### config.mk
export PLATFORM = sky130hd
export DESIGN_NAME = hilo_muldiv
export DESIGN_NICKNAME = d
export VERILOG_FILES = /design/src/rtl/hilo_muldiv.sv
export SDC_FILE = /design/constraint.sdc
export NUM_CORES = 1
export LEC_CHECK = 0
export CAP_MARGIN = 10
export CORE_MARGIN = 10
export CORE_UTILIZATION = 55
export CTS_BUF_LIST = sky130_fd_sc_hd__clkbuf_16
export CTS_CLUSTER_DIAMETER = 60
export DETAILED_ROUTE_END_ITERATION = 8
export GPL_TIMING_DRIVEN = 0
export PLACE_DENSITY = 0.83
export SKIP_LAST_GASP = 1
export SLEW_MARGIN = 10
export SYNTH_ARGS = -nofsm -noshare
export SYNTH_HDL_FRONTEND = slang
export SYNTH_SLANG_ARGS = --single-unit
export TNS_END_PERCENT = 10
### constraint.sdc
create_clock -name clk -period 6.7 [get_ports clk]
set_clock_uncertainty 0.2 [all_clocks]
set_input_delay 1.34 -clock clk [delete_from_list [all_inputs] [get_ports clk]]
set_output_delay 1.34 -clock clk [all_outputs]
set_load 0.03 [all_outputs]
### src/rtl/hilo_muldiv.sv
// hilo_muldiv: iterative shift-add multiplier / restoring divider that owns the HI/LO pair.
// Define MULDIV_DIV_EN to build the divider; without it only mult/multu are accepted.
module hilo_muldiv #(
  parameter int WIDTH = 32,
  parameter int CNT_W = 6
) (
  input  logic             clk,
  input  logic             rst,
  input  logic             start,
  input  logic [1:0]       op,
  input  logic [WIDTH-1:0] a,
  input  logic [WIDTH-1:0] b,
  input  logic             hi_we,
  input  logic             lo_we,
  input  logic [WIDTH-1:0] wr_data,
  input  logic             hilo_sel,
  output logic             busy,
  output logic             done,
  output logic             div_zero,
  output logic [WIDTH-1:0] hi,
  output logic [WIDTH-1:0] lo,
  output logic [WIDTH-1:0] rd_data
);

  localparam logic [1:0]       S_IDLE   = 2'd0;
  localparam logic [1:0]       S_RUN    = 2'd1;
  localparam logic [1:0]       S_FIX    = 2'd2;
  localparam logic [CNT_W-1:0] CNT_LAST = CNT_W'(WIDTH - 1);

  function automatic logic [WIDTH-1:0] magnitude(input logic signed [WIDTH-1:0] v,
                                                 input logic                    sgn);
    return (sgn && (v < 0)) ? WIDTH'(-v) : WIDTH'(v);
  endfunction

  function automatic logic [2*WIDTH-1:0] cond_neg2(input logic [2*WIDTH-1:0] v,
                                                   input logic               neg);
    return neg ? -v : v;
  endfunction

  logic [1:0]         state;
  logic [CNT_W-1:0]   cnt;
  logic               start_ok;
  logic               neg_res;
  logic [WIDTH-1:0]   opnd;
  logic [WIDTH-1:0]   a_mag;
  logic [WIDTH-1:0]   b_mag;
  logic [2*WIDTH-1:0] acc;
  logic [2*WIDTH-1:0] acc_next;
  logic [WIDTH:0]     mul_sum;
  logic [WIDTH-1:0]   res_hi;
  logic [WIDTH-1:0]   res_lo;
  logic               res_dz;

`ifdef MULDIV_DIV_EN
  function automatic logic [WIDTH-1:0] cond_neg(input logic [WIDTH-1:0] v,
                                                input logic             neg);
    return neg ? -v : v;
  endfunction

  logic               is_div;
  logic               neg_rem;
  logic               b_zero;
  logic [WIDTH-1:0]   a_orig;
  logic [WIDTH:0]     div_cand;
  logic [WIDTH:0]     div_diff;
  logic               q_bit;
  logic [WIDTH-1:0]   rem_new;

  assign start_ok = start && (state == S_IDLE);
`else
  // Divide requests are dropped at the door when the divider is not built.
  assign start_ok = start && (state == S_IDLE) && !op[1];
`endif

  assign a_mag   = magnitude(a, op[0]);
  assign b_mag   = magnitude(b, op[0]);
  assign busy    = (state != S_IDLE);
  assign rd_data = hilo_sel ? hi : lo;

  // One iteration: acc = {partial product, remaining multiplier} or {remainder, dividend/quotient}.
  always_comb begin
    mul_sum  = {1'b0, acc[2*WIDTH-1:WIDTH]} + ({1'b0, opnd} & {(WIDTH+1){acc[0]}});
    acc_next = {mul_sum, acc[WIDTH-1:1]};
`ifdef MULDIV_DIV_EN
    div_cand = acc[2*WIDTH-1:WIDTH-1];
    div_diff = div_cand - {1'b0, opnd};
    q_bit    = ~div_diff[WIDTH];
    rem_new  = q_bit ? div_diff[WIDTH-1:0] : div_cand[WIDTH-1:0];
    if (is_div) begin
      acc_next = {rem_new, acc[WIDTH-2:0], q_bit};
    end
`endif
  end

  // Sign fix-up applied during FIX, written back at the FIX->IDLE edge.
  always_comb begin
    {res_hi, res_lo} = cond_neg2(acc, neg_res);
    res_dz           = 1'b0;
`ifdef MULDIV_DIV_EN
    if (is_div) begin
      if (b_zero) begin
        res_hi = a_orig;
        res_lo = '1;
        res_dz = 1'b1;
      end else begin
        res_hi = cond_neg(acc[2*WIDTH-1:WIDTH], neg_rem);
        res_lo = cond_neg(acc[WIDTH-1:0], neg_res);
      end
    end
`endif
  end

  // Datapath registers: operands latched on accepted start, iterated while RUN.
  always_ff @(posedge clk) begin
    if (start_ok) begin
      neg_res <= op[0] && (a[WIDTH-1] ^ b[WIDTH-1]);
`ifdef MULDIV_DIV_EN
      is_div  <= op[1];
      neg_rem <= op[0] && a[WIDTH-1];
      b_zero  <= (b == '0);
      a_orig  <= a;
      if (op[1]) begin
        acc  <= {{WIDTH{1'b0}}, a_mag};
        opnd <= b_mag;
      end else begin
        acc  <= {{WIDTH{1'b0}}, b_mag};
        opnd <= a_mag;
      end
`else
      acc  <= {{WIDTH{1'b0}}, b_mag};
      opnd <= a_mag;
`endif
    end else if (state == S_RUN) begin
      acc <= acc_next;
    end
  end

  // Control and architectural HI/LO state.
  always_ff @(posedge clk or negedge rst) begin
    if (!rst) begin
      state    <= S_IDLE;
      cnt      <= '0;
      done     <= 1'b0;
      div_zero <= 1'b0;
      hi       <= '0;
      lo       <= '0;
    end else begin
      done     <= 1'b0;
      div_zero <= 1'b0;
      case (state)
        S_IDLE: begin
          if (start_ok) begin
            state <= S_RUN;
            cnt   <= '0;
          end else if (!start) begin
            if (hi_we) hi <= wr_data;
            if (lo_we) lo <= wr_data;
          end
        end
        S_RUN: begin
          cnt <= cnt + CNT_W'(1);
          if (cnt == CNT_LAST) begin
            state <= S_FIX;
            cnt   <= '0;
          end
        end
        S_FIX: begin
          hi       <= res_hi;
          lo       <= res_lo;
          done     <= 1'b1;
          div_zero <= res_dz;
          state    <= S_IDLE;
        end
        default: state <= S_IDLE;
      endcase
    end
  end

endmodule
# Yosys cells after proc, flatten, opt, wreduce, memory -nomap -nowiden
# Cells that the tools add are included.
# word_totals
inputBits	104
ff_bits	170
elab_cells	63
out_inout_bits	99
# op_classes
addsub	5
reduce_logical	15
n_eq_ne	9
mux	21
n_bitwise	2
magnitude_cmp	2
# ops
operator	n
$mux 32	11
$pmux 32 s2	2
$lt 32x1->1 const B	2
$mux 64	1
$neg 32->32	2
$neg 64->64	1
$add 32x33->33	1
$and 32x33->33	1
$mux 6	2
$pmux 6 s2	1
$ne 2x2->1 const B	5
$reduce_and 4->1	2
$reduce_bool 2->1	4
$add 6x1->6 const B	1
$eq 6x5->1 const B	1
$logic_and 1x1->1	5
$mux 2	2
$pmux 2 s2	1
$reduce_and 2->1	2
$eq 2x1->1 const B	1
$eq 2x2->1 const B	1
$logic_not 2->1	1
$ne 2x1->1 const B	1
$logic_not 1->1	1
other kinds (2)	2

# Longest topological paths before layout
# Gate-level depths: netlist of the first run.
# depth
depth_word	5
ltp_mapped	12
depth_no_buf	10

# Worst setup path after synthesis of the first run
# OpenSTA, ideal clock, no wires.
# synth_path
path_type	input to register
startpoint	input port start
endpoint	register neg_res, enable pin
path_stages	5
arrival_time_ns	3.251
path_slack_ns	2.839
setup_ns	0.410
t_required_ns	6.090
path_buffers	2
path_cell_list	inv_1 -> or3_1 -> clkbuf_1 -> inv_2 -> buf_1
# synth_between
elab_chain_len	2
# synth_lines
element	line	rtl
from (decl)	9	input logic start,
$logic_and 1x1->1 (2 in series)	72	assign start_ok = start && (state == S_IDLE) && !op[1];
named net start_ok	42	logic start_ok;
to (signal assigned)	116	neg_res <= op[0] && (a[WIDTH-1] ^ b[WIDTH-1]);
to (decl)	43	logic neg_res;
# The timed path passes the listed nets, and every way through them passes these cells.
# A chain may end at the register's enable or synchronous reset.

# Worst setup path after layout of the first run
# layout_path
startpoint	input port hilo_sel
endpoint	output port rd_data[27]
# layout_between
elab_chain_len	1
# layout_lines
element	line	rtl
from (decl)	16	input logic hilo_sel,
$mux 32	78	assign rd_data = hilo_sel ? hi : lo;
to (decl)	22	output logic [WIDTH-1:0] rd_data
# No other way between the ends.

==> results of run 1 <==
## cell families after synthesis
| logic type | after synthesis | synth area share |
|---|---|---|
| fa+ha+maj | 37 | 0.0400 |
| mux | 55 | 0.0503 |
| compound gates | 369 | 0.200 |
| other cells | 1 | 0.000319 |
| flops | 170 | 0.376 |
| xor+xnor | 124 | 0.0924 |
| buf+inv | 104 | 0.0345 |
| simple gates | 483 | 0.206 |
## cells in the mapped netlist (all sizes together) (4+ instances only)
cell type	n
nand2	164
o21ai	120
nor2	103
a21oi	81
dfrtp	73
clkbuf	67
edfxtp	65
xor2	65
xnor2	59
and2	39
ha	36
dfxtp	32
mux2	32
nor3	28
o31ai	28
a211oi	25
inv	24
or3	24
mux2i	23
a21o	21
nor2b	19
nand4	17
nand3	16
nor4	16
or4	15
a31oi	13
buf	13
nand2b	13
a221oi	12
o221ai	12
a222oi	11
or2	11
o22ai	8
o41ai	7
a21boi	5
nor3b	5
and3	4
## final cells by class
| class | count | area (sq um) |
|---|---|---|
| Multi-Input combinational cell | 1069 | 6920 |
| Buffer | 80 | 317 |
| Inverter | 24 | 90.1 |
| Clock buffer | 17 | 425 |
| Sequential cell | 170 | 4420 |
| Fill cell | 1671 | 6330 |
| Timing Repair Buffer | 201 | 2030 |
| Clock inverter | 15 | 143 |
| Tap cell | 275 | 344 |
## where the power goes
| group | switching (mW) | internal, mW |
|---|---|---|
| Clock | 0.459 | 0.519 |
| Combinational | 1.58 | 1.12 |
| Sequential | 0.529 | 1.44 |
## critical path: stages
cell             delay [ns]
clkbuf_1               0.33
buf_1                  0.56
mux2_2                 0.41
clkdlybuf4s50_1        0.61
## state kept, by name, summed over array words and instances, names as in the netlist
name	count
lo	32
hi	32
acc	64
neg_res	1
state	2
cnt	6
done	1
opnd	32
## worst min-delay path by stage
stage / start / end / slack [ns]
after global placement: cnt[5] / cnt[5] / 0.27
final: cnt[5] / cnt[5] / 0.29
after floorplan: cnt[5] / cnt[5] / 0.24
after global routing: cnt[5] / cnt[5] / 0.33
after CTS: cnt[5] / cnt[5] / 0.29
after detailed placement: cnt[5] / cnt[5] / 0.27
## metrics by stage
stage           util  std cells  instance area, sq um  worst slack, ns  power (mW)
2_1_floorplan      -       1343                 11700             2.84        3.55
3_3_place_gp   0.670       1818                 14100             1.56        4.55
3_5_place_dp   0.672       1819                 14100             1.88        4.62
4_1_cts        0.699       1851                 14700             1.88        5.59
5_1_grt        0.699       1851                 14700             1.77        5.94
6_report       0.699       1851                 14700             1.90        5.65
## per-layer routing
layer / vias to the layer above / part of all wire
met4: 0 / 0.036
met2: 692 / 0.46
met1: 5568 / 0.41
met5: - / 0
met3: 119 / 0.098
li1: 5358 / -
==> results.py, run 1 <==
metrics = {
    "run_status": {
        "outcome": "finished clean",
    },
    "global_route": {
        "grt.busiest_layer": "met2",
        "grt_util_met2": 0.451,
        "grt-ovfl-total": 0,
        "grt_pass1_wl_microns": 63000,
        "grt_usage": 0.280,
        "grt.met3_usage": 0.0686,
        "antenna_found_initial": 0,
        "use_met1": 0.356,
        "grt_max_degree": 47,
        "grt_pass1_vias": 11300,
    },
    "min_path": {
        "hold_path_class": "reg2reg",
        "hold_depth": 1,
    },
    "die": {
        "io_pins": 203,
        "chipWidth_microns": 166,
        "die_area_sq_mm": 0.0276,
        "die_h_microns": 166,
        "core_area_sq_mm": 0.0210,
        "rows": 53,
        "initial_core_util": 0.559,
    },
    "timing": {
        "max_freq_mhz": 208,
        "relSlewSlack": 0.210,
        "drv_slew": 0,
        "period_share": 0.717,
        "setup_viol": 0,
        "finalHoldViolations": 0,
        "rsz0062_at_grt": "no",
        "tns_ns": 0,
        "period_minus_slack_ns": 4.80,
        "worst_slew_pin_slew_ns": 1.18,
        "timing.hold.ws_ns": 0.292,
    },
    "setup_path": {
        "endpoint": "rd_data[27]",
        "rrSetupSlack_ns": 2.30,
        "r2r_end": "acc[59]",
        "start_kind": "input port",
        "startpoint": "hilo_sel",
        "cp.required_ns": 5.16,
        "arrival_ns": 3.26,
        "r2r_cells": 12,
        "r2r_start": "acc[0]",
        "path_max_fanout": 10,
        "critPathKind": "in2out",
        "crit_path_end_kind": "output pin",
    },
    "cts": {
        "postCtsSetupRepairBufs": 0,
        "cts_buffer_depth": 2,
        "cts_resized": 0,
        "cts.sinks": 170,
        "cts_buffers": 17,
        "insertion_delay_ns": 0.45,
        "cts_tree": "done",
        "cts-root-buf": "clkbuf_16",
        "h-tree-depth": 4,
        "cts_hold_buffers": 0,
        "clk_pin_slew_worst_paths_ns": 0.07,
    },
    "synth": {
        "ys_ff_latch": 170,
        "syn_area_sq_mm": 0.0117,
        "yosysWarnings": 0,
        "ys_async_sr_fraction": 0.429,
        "ys_top_cells_by_area": "edfxtp_1 17%, dfrtp_1 16%, dfxtp_1 5.5%, nand2_1 5.2%, o21ai_0 4.9%",
        "syn-num-nets": 1484,
        "synth_enable_flop_cells": 65,
        "synth_top_cell_area_share": 0.166,
        "avgSynthCellArea_sq_um": 8.75,
        "synth-seq-area-share": 0.376,
        "synth_area_leader_cell": "edfxtp_1",
        "synth_cells": 1343,
        "synth-main-ff-cell": "dfrtp_1",
        "ys_types": 78,
    },
    "final_layout": {
        "final_common_cell": "clkdlybuf4s50_1",
        "n_antenna_cell": 0,
        "finalNetCount": 1704,
        "final_cell_mix": "199 x clkdlybuf4s50_1, 164 x nand2_1, 116 x o21ai_0",
        "drive_above_1_share": 0.0615,
        "syn2layout_area_growth_pct": 25.0,
    },
    "route": {
        "drtPass1Iterations": 9,
        "dr_total_vias": 11700,
        "drt-initial-drc-count": 1307,
        "avgViaCountPerCell": 6.34,
        "ant_nets": 0,
        "drc": 0,
        "drt-total-wl_microns": 40600,
        "wire_per_inst_microns": 21.9,
    },
    "place": {
        "portBuffers": 200,
        "dp_hpwl_microns": 32300,
        "gp_congestion": 0.989,
    },
    "power_and_ir_drop": {
        "p_leak_nw": 5.66,
        "worst_ir_drop_vdd_uv": 168,
        "power_density_mw_per_mm2": 384,
    },
    "job": {
        "max-cap-violations": 0,
    },
}
Note: power is estimated with default switching activity, not from simulation.
==> run 2, diff against run 1 <==
CORE_UTILIZATION = 49   (was 55)
PLACE_DENSITY = 0.78   (was 0.83)
clock period = 4.3 ns   (was 6.7 ns; I/O delays follow)
==> run 2 against run 1 <==
Against the previous run: non-clock buffer count down 1; utilization down 7.4 points; flip-flop and latch count unchanged; sequential power up 55%; design area up 0.19%; critical path depth up 7; via count down 2.3%; sequential share of layout area down 0.056 points; global-route usage down 2.6 points; critical endpoint is now acc[59].
==> results.py, run 2 (synthesis results as in run 1) <==
metrics = {
    "cts": {
        "cts_tree": "done",
        "postCtsSetupRepairBufs": 0,
        "cts_buffers": 17,
        "cts_buffer_depth": 2,
        "clk_pin_slew_worst_paths_ns": 0.07,
        "cts.sinks": 170,
        "h-tree-depth": 4,
        "cts-root-buf": "clkbuf_16",
        "insertion_delay_ns": 0.44,
    },
    "timing": {
        "setup_viol": 0,
        "drv_slew": 0,
        "max_freq_mhz": 245,
        "relSlewSlack": 0.207,
        "timing.hold.ws_ns": 0.130,
        "period_minus_slack_ns": 4.09,
        "finalHoldViolations": 0,
        "worst_slew_pin_slew_ns": 1.19,
        "period_share": 0.951,
        "tns_ns": 0,
        "rsz0062_at_grt": "no",
    },
    "route": {
        "avgViaCountPerCell": 6.06,
        "drt-total-wl_microns": 40100,
        "drt-initial-drc-count": 1226,
        "dr_total_vias": 11500,
        "drtPass1Iterations": 7,
        "ant_nets": 0,
        "wire_per_inst_microns": 21.2,
        "drc": 0,
    },
    "final_layout": {
        "syn2layout_area_growth_pct": 25.3,
        "n_antenna_cell": 0,
        "fin_area_sq_mm": 0.0147,
        "drive_above_1_share": 0.0622,
        "final_cell_mix": "199 x clkdlybuf4s50_1, 164 x nand2_1, 115 x o21ai_0",
        "finalNetCount": 1703,
        "seqCellArea_sq_mm": 0.00442,
        "top_register": "acc",
        "final_common_cell": "clkdlybuf4s50_1",
        "largest_reg_flops": 64,
        "nFillCells": 2102,
        "multi_input_area_sq_mm": 0.00692,
    },
    "die": {
        "rows": 56,
        "initial_core_util": 0.499,
        "io_pins": 203,
        "chipWidth_microns": 175,
        "core_area_sq_mm": 0.0235,
        "die_area_sq_mm": 0.0306,
        "die_h_microns": 175,
    },
    "global_route": {
        "grt_usage": 0.255,
        "grt-ovfl-total": 0,
        "grt_pass1_wl_microns": 62200,
        "grt_pass1_vias": 10800,
        "grt_max_degree": 48,
        "antenna_found_initial": 1,
    },
    "place": {
        "portBuffers": 200,
        "gp_congestion": 0.968,
        "placed_area_sq_mm": 0.0142,
        "dp_hpwl_microns": 32000,
    },
    "setup_path": {
        "critPathKind": "reg2reg",
        "cp.required_ns": 4.44,
        "arrival_ns": 4.23,
        "r2r_start": "acc[0]",
        "path_max_fanout": 10,
        "start_kind": "flip-flop",
        "startpoint": "acc[0]",
        "crit_path_end_kind": "flip-flop",
    },
    "power_and_ir_drop": {
        "p_leak_nw": 5.65,
        "worst_ir_drop_vdd_uv": 270,
        "power_density_mw_per_mm2": 592,
        "power_mw": 8.71,
    },
    "min_path": {
        "hold_path_class": "in2async",
    },
    "run_status": {
        "outcome": "finished clean",
    },
    "job": {
        "max-cap-violations": 0,
    },
}
-- run 2: power by group --
part | internal [mW] | switching, mW | leakage (nW) | total (mW)
clock | 0.751 | 0.704 | 0.266 | 1.45
combinational | 1.75 | 2.45 | 3.60 | 4.20
sequential | 2.25 | 0.812 | 1.79 | 3.06
-- run 2: path summary, 6_finish.rpt --
check                          end  slack [ns]  cells past startpoint
hold / removal              lo[11]        0.13                      1
setup reg to reg           acc[59]        0.21                     11
hold reg to reg             cnt[5]        0.29                      1
setup / recovery           acc[59]        0.21                     11
min in group clk            cnt[5]        0.29                      1
max in group asynchronous    hi[1]        3.21                      2
-- run 2: critical path: stages, from the launching register on --
cell and delay (ns):
edfxtp_1 0.64, buf_2 0.32, and2_1 0.17, ha_1 0.20, fa_1 0.40, a21o_1 0.22, a221o_1 0.36, or2_2 0.34
a211oi_1 0.39, o21ai_1 0.26, a311o_1 0.39, o311ai_0 0.09
-- run 2: what timing repair did --
item / 4_1_cts / 5_1_grt
setup endpoints to repair: 1 / 4
cloned: 0 / 0
gates resized for setup: 1 / 2
hold buffers: 0 / 0
-- run 2: routing by layer --
| layer | up-vias | routed length, microns | global-route usage |
|---|---|---|---|
| met5 | - | 13 | 0 |
| li1 | 5371 | - | - |
| met1 | 5472 | 16800 | 0.332 |
| met3 | 81 | 3590 | 0.0617 |
| met2 | 546 | 18400 | 0.406 |
| met4 | 2 | 1290 | 0.0844 |
-- run 2: cell type report --
type                    instances  area share
inverters                      24     0.00612
clock buffers                  17      0.0289
well taps                     319      0.0271
clock inverters                15     0.00799
repair buffers                201       0.138
flip-flops and latches        170       0.300
plain buffers                  79      0.0213
multi-input cells            1069       0.470
-- run 2: through the flow --
stage,utilization,setup WS [ns],std cells
6_report,0.625,0.212,1894
4_1_cts,0.625,0.0776,1895
5_1_grt,0.625,0.00727,1894
2_1_floorplan,-,0.836,1343
3_3_place_gp,0.601,-0.348,1862
3_5_place_dp,0.602,0.0155,1863
==> run 3, diff against run 2 <==
RECOVER_POWER = 25   (was default)
REMOVE_ABC_BUFFERS = 1   (was default)
SKIP_CTS_REPAIR_TIMING = 1   (was default)
==> run 3 against run 2 <==
Against the previous run: the flow now finishes with violations (max-capacitance violations, max-slew violations); die area unchanged; non-clock buffer count down 69; worst hold slack better by 0.15 ns; via count down 4.1%.
==> results.py, run 3 (synthesis results as in run 1) <==
metrics = {
    "run_status": {
        "outcome": "finished, violations left",
        "violations": "max-capacitance violations, max-slew violations",
    },
    "setup_path": {
        "r2r_end": "acc[59]",
        "path_max_fanout": 19,
        "slowest_delay_ns": 0.64,
        "r2r_cells": 10,
        "worst-path-buf-inv": 0,
        "rrSetupSlack_ns": 0.18,
        "crit_family": "compound AO/OA/AOI/OAI gates",
        "crit_slowest_cell": "edfxtp_1",
        "r2r_start": "acc[0]",
        "crit_path_end_kind": "flip-flop",
        "crit_cells": 10,
        "arrival_ns": 4.23,
        "critPathKind": "reg2reg",
        "critical_path.cell_chain": "and2_1 -> ha_1 -> fa_1 -> a21o_1 -> a221o_1 -> or2_2 -> a211oi_1 -> o21ai_0 -> a311o_1 -> o311ai_0",
        "start_kind": "flip-flop",
        "cp.required_ns": 4.41,
    },
    "final_layout": {
        "fin_area_sq_mm": 0.0146,
        "top_register": "acc",
        "largest_reg_flops": 64,
        "final_common_cell": "clkdlybuf4s50_1",
        "nFillCells": 2017,
        "final_cell_mix": "186 x clkdlybuf4s50_1, 164 x nand2_1, 116 x o21ai_0",
        "final_util": 0.621,
        "drive_above_1_share": 0.0710,
        "syn2layout_area_growth_pct": 24.4,
        "finalNetCount": 1634,
    },
    "power_and_ir_drop": {
        "p_leak_nw": 5.65,
        "worst_ir_drop_vdd_uv": 348,
        "power_density_mw_per_mm2": 593,
    },
    "timing": {
        "setup_viol": 0,
        "relSlewSlack": -0.597,
        "rsz0062_at_grt": "no",
        "period_share": 0.958,
        "period_minus_slack_ns": 4.12,
        "finalHoldViolations": 0,
        "worst_slew_pin_slew_ns": 2.40,
        "max_freq_mhz": 243,
        "drv_slew": 80,
    },
    "cts": {
        "cts_tree": "done",
        "cts.sinks": 170,
        "h-tree-depth": 4,
        "cts-root-buf": "clkbuf_16",
        "insertion_delay_ns": 0.44,
        "cts_buffers": 17,
        "cts_buffer_depth": 2,
        "clk_pin_slew_worst_paths_ns": 0.07,
    },
    "route": {
        "avgViaCountPerCell": 6.02,
        "wire_per_inst_microns": 20.3,
        "drtPass1Iterations": 7,
        "ant_nets": 0,
        "drt-total-wl_microns": 37100,
        "drc": 0,
        "dr_total_vias": 11000,
        "drt-initial-drc-count": 960,
    },
    "min_path": {
        "hold_path_class": "reg2reg",
        "hold_depth": 1,
        "whs_endpoint": "cnt[5]",
        "worstHoldStart": "cnt[5]",
    },
    "global_route": {
        "grt_pass1_wl_microns": 57600,
        "antenna_found_initial": 2,
        "grt-ovfl-total": 0,
        "grt_pass1_vias": 10500,
        "grt_max_degree": 65,
        "grt_usage": 0.232,
    },
    "die": {
        "chipWidth_microns": 175,
        "rows": 56,
        "die_area_sq_mm": 0.0306,
        "io_pins": 203,
        "die_h_microns": 175,
        "initial_core_util": 0.499,
        "core_area_sq_mm": 0.0235,
    },
    "job": {
        "max-cap-violations": 2,
    },
    "place": {
        "placed_area_sq_mm": 0.0140,
        "gp_congestion": 0.887,
        "portBuffers": 201,
        "dp_hpwl_microns": 27800,
    },
}
-- run 3: changes by cell type in the layout (fill, tap and decap cells not counted), moves of 2 or more --
cell             previous run  this run
clkbuf_1                   65         1
buf_8                       0         3
nor2_2                      0         2
diode_2                     0         2
dlygate4sd3_1               0        13
clkdlybuf4s50_1           199       186
buf_4                       2         0
inv_1                      24        22
buf_12                      0         3
nor2_1                    103       101
bufinv_16                   0         2
buf_1                       7         0
buf_2                       5         1
-- run 3: metal layers --
layer | vias to the layer above | share of wire | global-route usage
li1 | 5237 | - | -
met1 | 5269 | 0.42 | 0.291
met2 | 454 | 0.48 | 0.387
met3 | 45 | 0.081 | 0.0623
met4 | 0 | 0.018 | 0.0562
met5 | - | 0 | 0
-- run 3: area by class of cell --
| cell class | count | area (sq um) | area share |
|---|---|---|---|
| clock inverters | 15 | 164 | 0.0112 |
| well taps | 319 | 399 | 0.0273 |
| inverters | 24 | 91.3 | 0.00625 |
| repair buffers | 211 | 2180 | 0.149 |
| multi-input cells | 1069 | 6930 | 0.474 |
| flip-flops and latches | 170 | 4420 | 0.302 |
| clock buffers | 17 | 425 | 0.0291 |
| diodes | 2 | 5.00 | 0.000342 |
-- run 3: worst max path at each step --
stage / endpoint / slack (ns) / from
3_3_place_gp: hi[0] / -0.78 / state[0]
3_5_place_dp: acc[59] / 0.07 / acc[0]
2_1_floorplan: acc[59] / 0.81 / acc[0]
5_1_grt: acc[59] / 0.04 / acc[0]
6_report: acc[59] / 0.18 / acc[0]
4_1_cts: acc[59] / 0.06 / acc[0]
-- run 3: through the flow --
| stage | power (mW) | setup WS (ns) | TNS [ns] | hold WS (ns) | std cells |
|---|---|---|---|---|---|
| after CTS | 8.65 | 0.0620 | 0 | 0.242 | 1824 |
| final | 8.66 | 0.182 | 0 | 0.280 | 1827 |
| after global routing | 9.19 | 0.0379 | 0 | 0.301 | 1826 |
| after detailed placement | 7.06 | 0.0727 | 0 | 0.261 | 1792 |
| after floorplan | 5.50 | 0.806 | 0 | 0.236 | 1263 |
| after global placement | 6.97 | -0.778 | -71.61 | 0.263 | 1783 |
-- run 3: power breakdown --
part           internal [mW]  switching [mW]
Clock                  0.868           0.707
Combinational           1.75            2.35
Sequential              2.25           0.743
==> edit 1 (config.mk and constraints of run 3) <==
The parameter `WIDTH` goes from 32 to 48.
--- a/src/rtl/hilo_muldiv.sv
+++ b/src/rtl/hilo_muldiv.sv
@@ -2,5 +2,5 @@
 // Define MULDIV_DIV_EN to build the divider; without it only mult/multu are accepted.
 module hilo_muldiv #(
-  parameter int WIDTH = 32,
+  parameter int WIDTH = 48,
   parameter int CNT_W = 6
 ) (
Interface: changed (6 resized); port bits go from 203 to 299. The function was not compared with the original's and may differ.
==> edit 1 against run 3 <==
- utilization up 1.2 points
- routed wire length grew 68%
- the flow still finishes with violations (capacitance limit, slew limit)
- count of clock-buffer cells in the layout rose by 16
- total power rose by 30%
- worst hold slack gained 0.023 ns
- final area increased by 50%
- synthesized area grew 47%
- sequential cell count grew 80
- setup slack lost 0.11 ns
==> edit 1: results (changes against run 3) <==
initial DRC count=1526 (was 960); routability cong.=0.9930 (was 0.8867); CTS Buf Count=30 (was 17); CP peak stage delay=0.59 ns (was 0.64 ns); Final nets=2449 (was 1634); first-pass GRT wire length=95.40 mm (was 57.56 mm); Post-synth top cells=287 x nand2_1, 189 x o21ai_0, 141 x nor2_1 (was 164 x nand2_1, 116 x o21ai_0, 103 x nor2_1); largest net degree at the start of global routing=84 (was 65); via count=16620 (was 11010); initial antenna violation count=6 (was 2); Fill cells=3005 (was 2017); Crit-path slowest cell=or4_1 (was edfxtp_1); Detailed Routing Iterations Pass 1=6 (was 7); failing checks=capacitance limit, slew limit (unchanged); maximum vdd drop=0.0003379 V (was 0.0003479 V); IO Port Bufs=297 (was 201); LEAKAGE=0.008365 uW (was 0.005648 uW); placed cell area=20800 sq um (was 14030 sq um); Hold Crit Class=flop to flop (unchanged); Global Route Usage Sum=27.33% (was 23.16%); DR WL/cell=22.78 um (was 20.30 um); Arrival @ worst endpoint=4.48 ns (was 4.23 ns); max_cap viols=1 (was 2); worst skew pair latency=0.57 ns (was 0.44 ns); Worst Path Max Fanout=8 (was 19); status=finished, violations left (unchanged); DP HPWL=48.46 mm (was 27.80 mm); Syn-to-layout area delta=26.91% (was 24.39%); r2r setup slk=0.07 ns (was 0.18 ns); Slew @ Worst Pin=2.810 ns (was 2.396 ns); Largest register FFs=96 (was 64); sequential-to-total area share from yosys stat=37.59% (was 37.62%); vias in the first global route=16330 (was 10540); number of flops mapped to enable cells by yosys=97 (was 65); H-tree depth=1 (was 4); top area cells in the synthesized netlist=edfxtp_1 17%, dfrtp_1 15%, xor2_1 6.4% (was edfxtp_1 17%, dfrtp_1 16%, dfxtp_1 5.5%); count of pins over their slew limit=45 (was 80); layout cell share with drive strength beyond 1=7.099% (was 7.105%)
[edit 1: per-stage QoR]
step	hold slack (ns)	instances	TNS (ns)	setup WS, ns
2_1_floorplan	0.2687	1895	-96.97	-1.713
3_3_place_gp	0.2821	2647	-965.09	-5.926
3_5_place_dp	0.2903	2663	-14.74	-0.7461
4_1_cts	0.02354	2719	-2.611	-0.4457
5_1_grt	0.3345	2726	-0.2262	-0.08809
6_report	0.3032	2727	0	0.07118
[edit 1: cell type report]
class                   instances  share of cell area (%)
repair buffers                317                   15.24
well taps                     455                   2.593
flip-flops and latches        250                   29.62
inverters                      24                  0.4332
multi-input cells            1621                   47.23
clock inverters                23                   1.083
diodes                          4                 0.04560
clock buffers                  33                   3.762
[edit 1: worst paths after layout]
path / start / endpoint
max: acc[0] / acc[90]
min: lo[19] / lo[19]
max reg2reg: acc[0] / acc[90]
min reg2reg: lo[19] / lo[19]
max in group asynchronous: rst / hi[35]
min in group asynchronous: rst / hi[8]
[edit 1: routing by layer]
layer	share of wire (%)	track usage (%)	up-vias
met1	42	36.33	7924
li1	-	-	7811
met4	3.5	9.365	6
met2	45	43.47	770
met5	0.066	0	-
met3	9.0	5.355	112
[edit 1: power breakdown]
part	total [uW]	leakage, uW	internal [uW]	switching [uW]
logic	4440	0.00528	1910	2530
clock network	2710	0.000533	1630	1080
registers	4120	0.00255	3120	993
[edit 1: cell families (layout without fill, tap and decap cells)]
family	Yosys count	in the layout	synth area share, %
and+or+nand+nor	735	735	20.46
DFF	250	250	37.59
AOI/OAI and AO/OA	556	556	20.25
adders and majority gates	53	53	3.877
muxes	58	58	3.725
buffers and inverters	138	397	3.045
other	1	5	0.02168
xor gates and xnor gates	218	218	11.04
[edit 1: worst reg2reg max path, cell delays in order (launching register included)]
cell      delay [ns]
edfxtp_1        0.45
buf_4           0.20
buf_4           0.17
and2_1          0.17
ha_1            0.45
nand2_1         0.13
or4_1           0.59
or3_1           0.34
o32a_1          0.26
a21oi_2         0.27
a21oi_1         0.20
o41ai_1         0.46
xnor2_1         0.16
o21ai_0         0.08
==> edit 2 (settings of run 3) <==
Without the edit above. Put a register stage on the outputs `busy` and `rd_data`, cleared by the reset. The values now appear one clock later. The other outputs are not delayed to match.
--- a/src/rtl/hilo_muldiv.sv
+++ b/src/rtl/hilo_muldiv.sv
@@ -75,6 +75,13 @@
   assign a_mag   = magnitude(a, op[0]);
   assign b_mag   = magnitude(b, op[0]);
-  assign busy    = (state != S_IDLE);
-  assign rd_data = hilo_sel ? hi : lo;
+  always_ff @(posedge clk or negedge rst) begin
+    if (!rst) begin
+      busy    <= '0;
+      rd_data <= '0;
+    end else begin
+      busy    <= (state != S_IDLE);
+      rd_data <= hilo_sel ? hi : lo;
+    end
+  end
 
   // One iteration: acc = {partial product, remaining multiplier} or {remainder, dividend/quotient}.
Check against the original RTL: not equivalent (Yosys sat finds a counterexample within 4 cycles, from zero or initial values and one cycle with rst low).
==> edit 2 against run 3 <==
- the flow still finishes with violations (capacitance limit, slew limit)
- fmax grew 6.0%
- clock power grew 31%
- combinational power grew 3%
- total power grew 13%
- routed wire length grew 6.2%
- synthesized area grew 6.1%
- sequential cell count grew 33
- setup slack gained 0.23 ns
- count of clock-buffer cells in the layout grew 8
- final area grew 6.3%
==> edit 2: results (changes against run 3) <==
Final min period=3.884 ns (was 4.118 ns); multi-input combinational area share=44.29% (was 47.44%); clk buf depth=3 (was 2); Detailed Routing Iterations Pass 1=6 (was 7); Post-Synthesis Cells=1360 (was 1343); Global Route Usage Sum=22.89% (was 23.16%); layout cell share with drive strength beyond 1=6.939% (was 7.105%); H-tree depth=1 (was 4); reg2reg end=acc[51] (was acc[59]); status=finished, violations left (unchanged); comb_multi_in=1063 (was 1069); top area cells in the synthesized netlist=dfrtp_1 21%, edfxtp_1 16%, nand2_1 5.4% (was edfxtp_1 17%, dfrtp_1 16%, dfxtp_1 5.5%); Met2 Routed Length=18.28 mm (was 17.66 mm); count of pins over their slew limit=142 (was 80); global-route met2 utilization=37.46% (was 38.65%); worst skew pair latency=0.55 ns (was 0.44 ns); Fill cells=2171 (was 2017); ys async rst share=52.22% (was 42.94%); Final nets=1665 (was 1634); Slew headroom=-31.62% (was -59.74%); Non-clk bufs=209 (was 211); Seq. cell area=5245 sq um (was 4419 sq um); DP HPWL=29.58 mm (was 27.80 mm); maximum vdd drop=0.0003678 V (was 0.0003479 V); first-pass GRT wire length=61.36 mm (was 57.56 mm); DR WL/cell=21.04 um (was 20.30 um); met1 WL=17.56 mm (was 15.75 mm); initial antenna violation count=0 (was 2); number of inserted diodes=0 (was 2); failing checks=capacitance limit, slew limit (unchanged); max_cap viols=3 (was 2)
edit 2: cell types whose count changed after synthesis, moves of 10 or more:
cell	change
dfrtp_1	+33
nor2b_1	-14
nor2_1	-18
o41ai_1	+11
nand2_1	+16
a21o_1	-10
a211oi_1	-16
o21ai_0	+10
a22oi_1	+14
xnor2_1	+10
edit 2: stage by stage:
step	power (uW)	instance area [sq um]	hold WS (ns)	util, %
after floorplan	5948	12190	0.2687	-
after global placement	7562	14610	0.2851	58.19
after detailed placement	7656	14760	0.2886	58.78
after CTS	9731	15550	-0.007075	61.94
after global routing	10320	15540	0.3273	61.89
final	9777	15540	0.2984	61.89
edit 2: logic make-up after synthesis:
group	synth area share (%)
and+or+nand+nor	18.83
muxes	4.094
buffers and inverters	2.930
xor gates and xnor gates	9.623
adders and majority gates	3.773
DFF	42.06
AOI/OAI and AO/OA	18.65
other	0.03007
edit 2: where the power goes:
part           switching, uW  internal [uW]
sequential               836           2660
combinational           2450           1770
clock                    868           1190
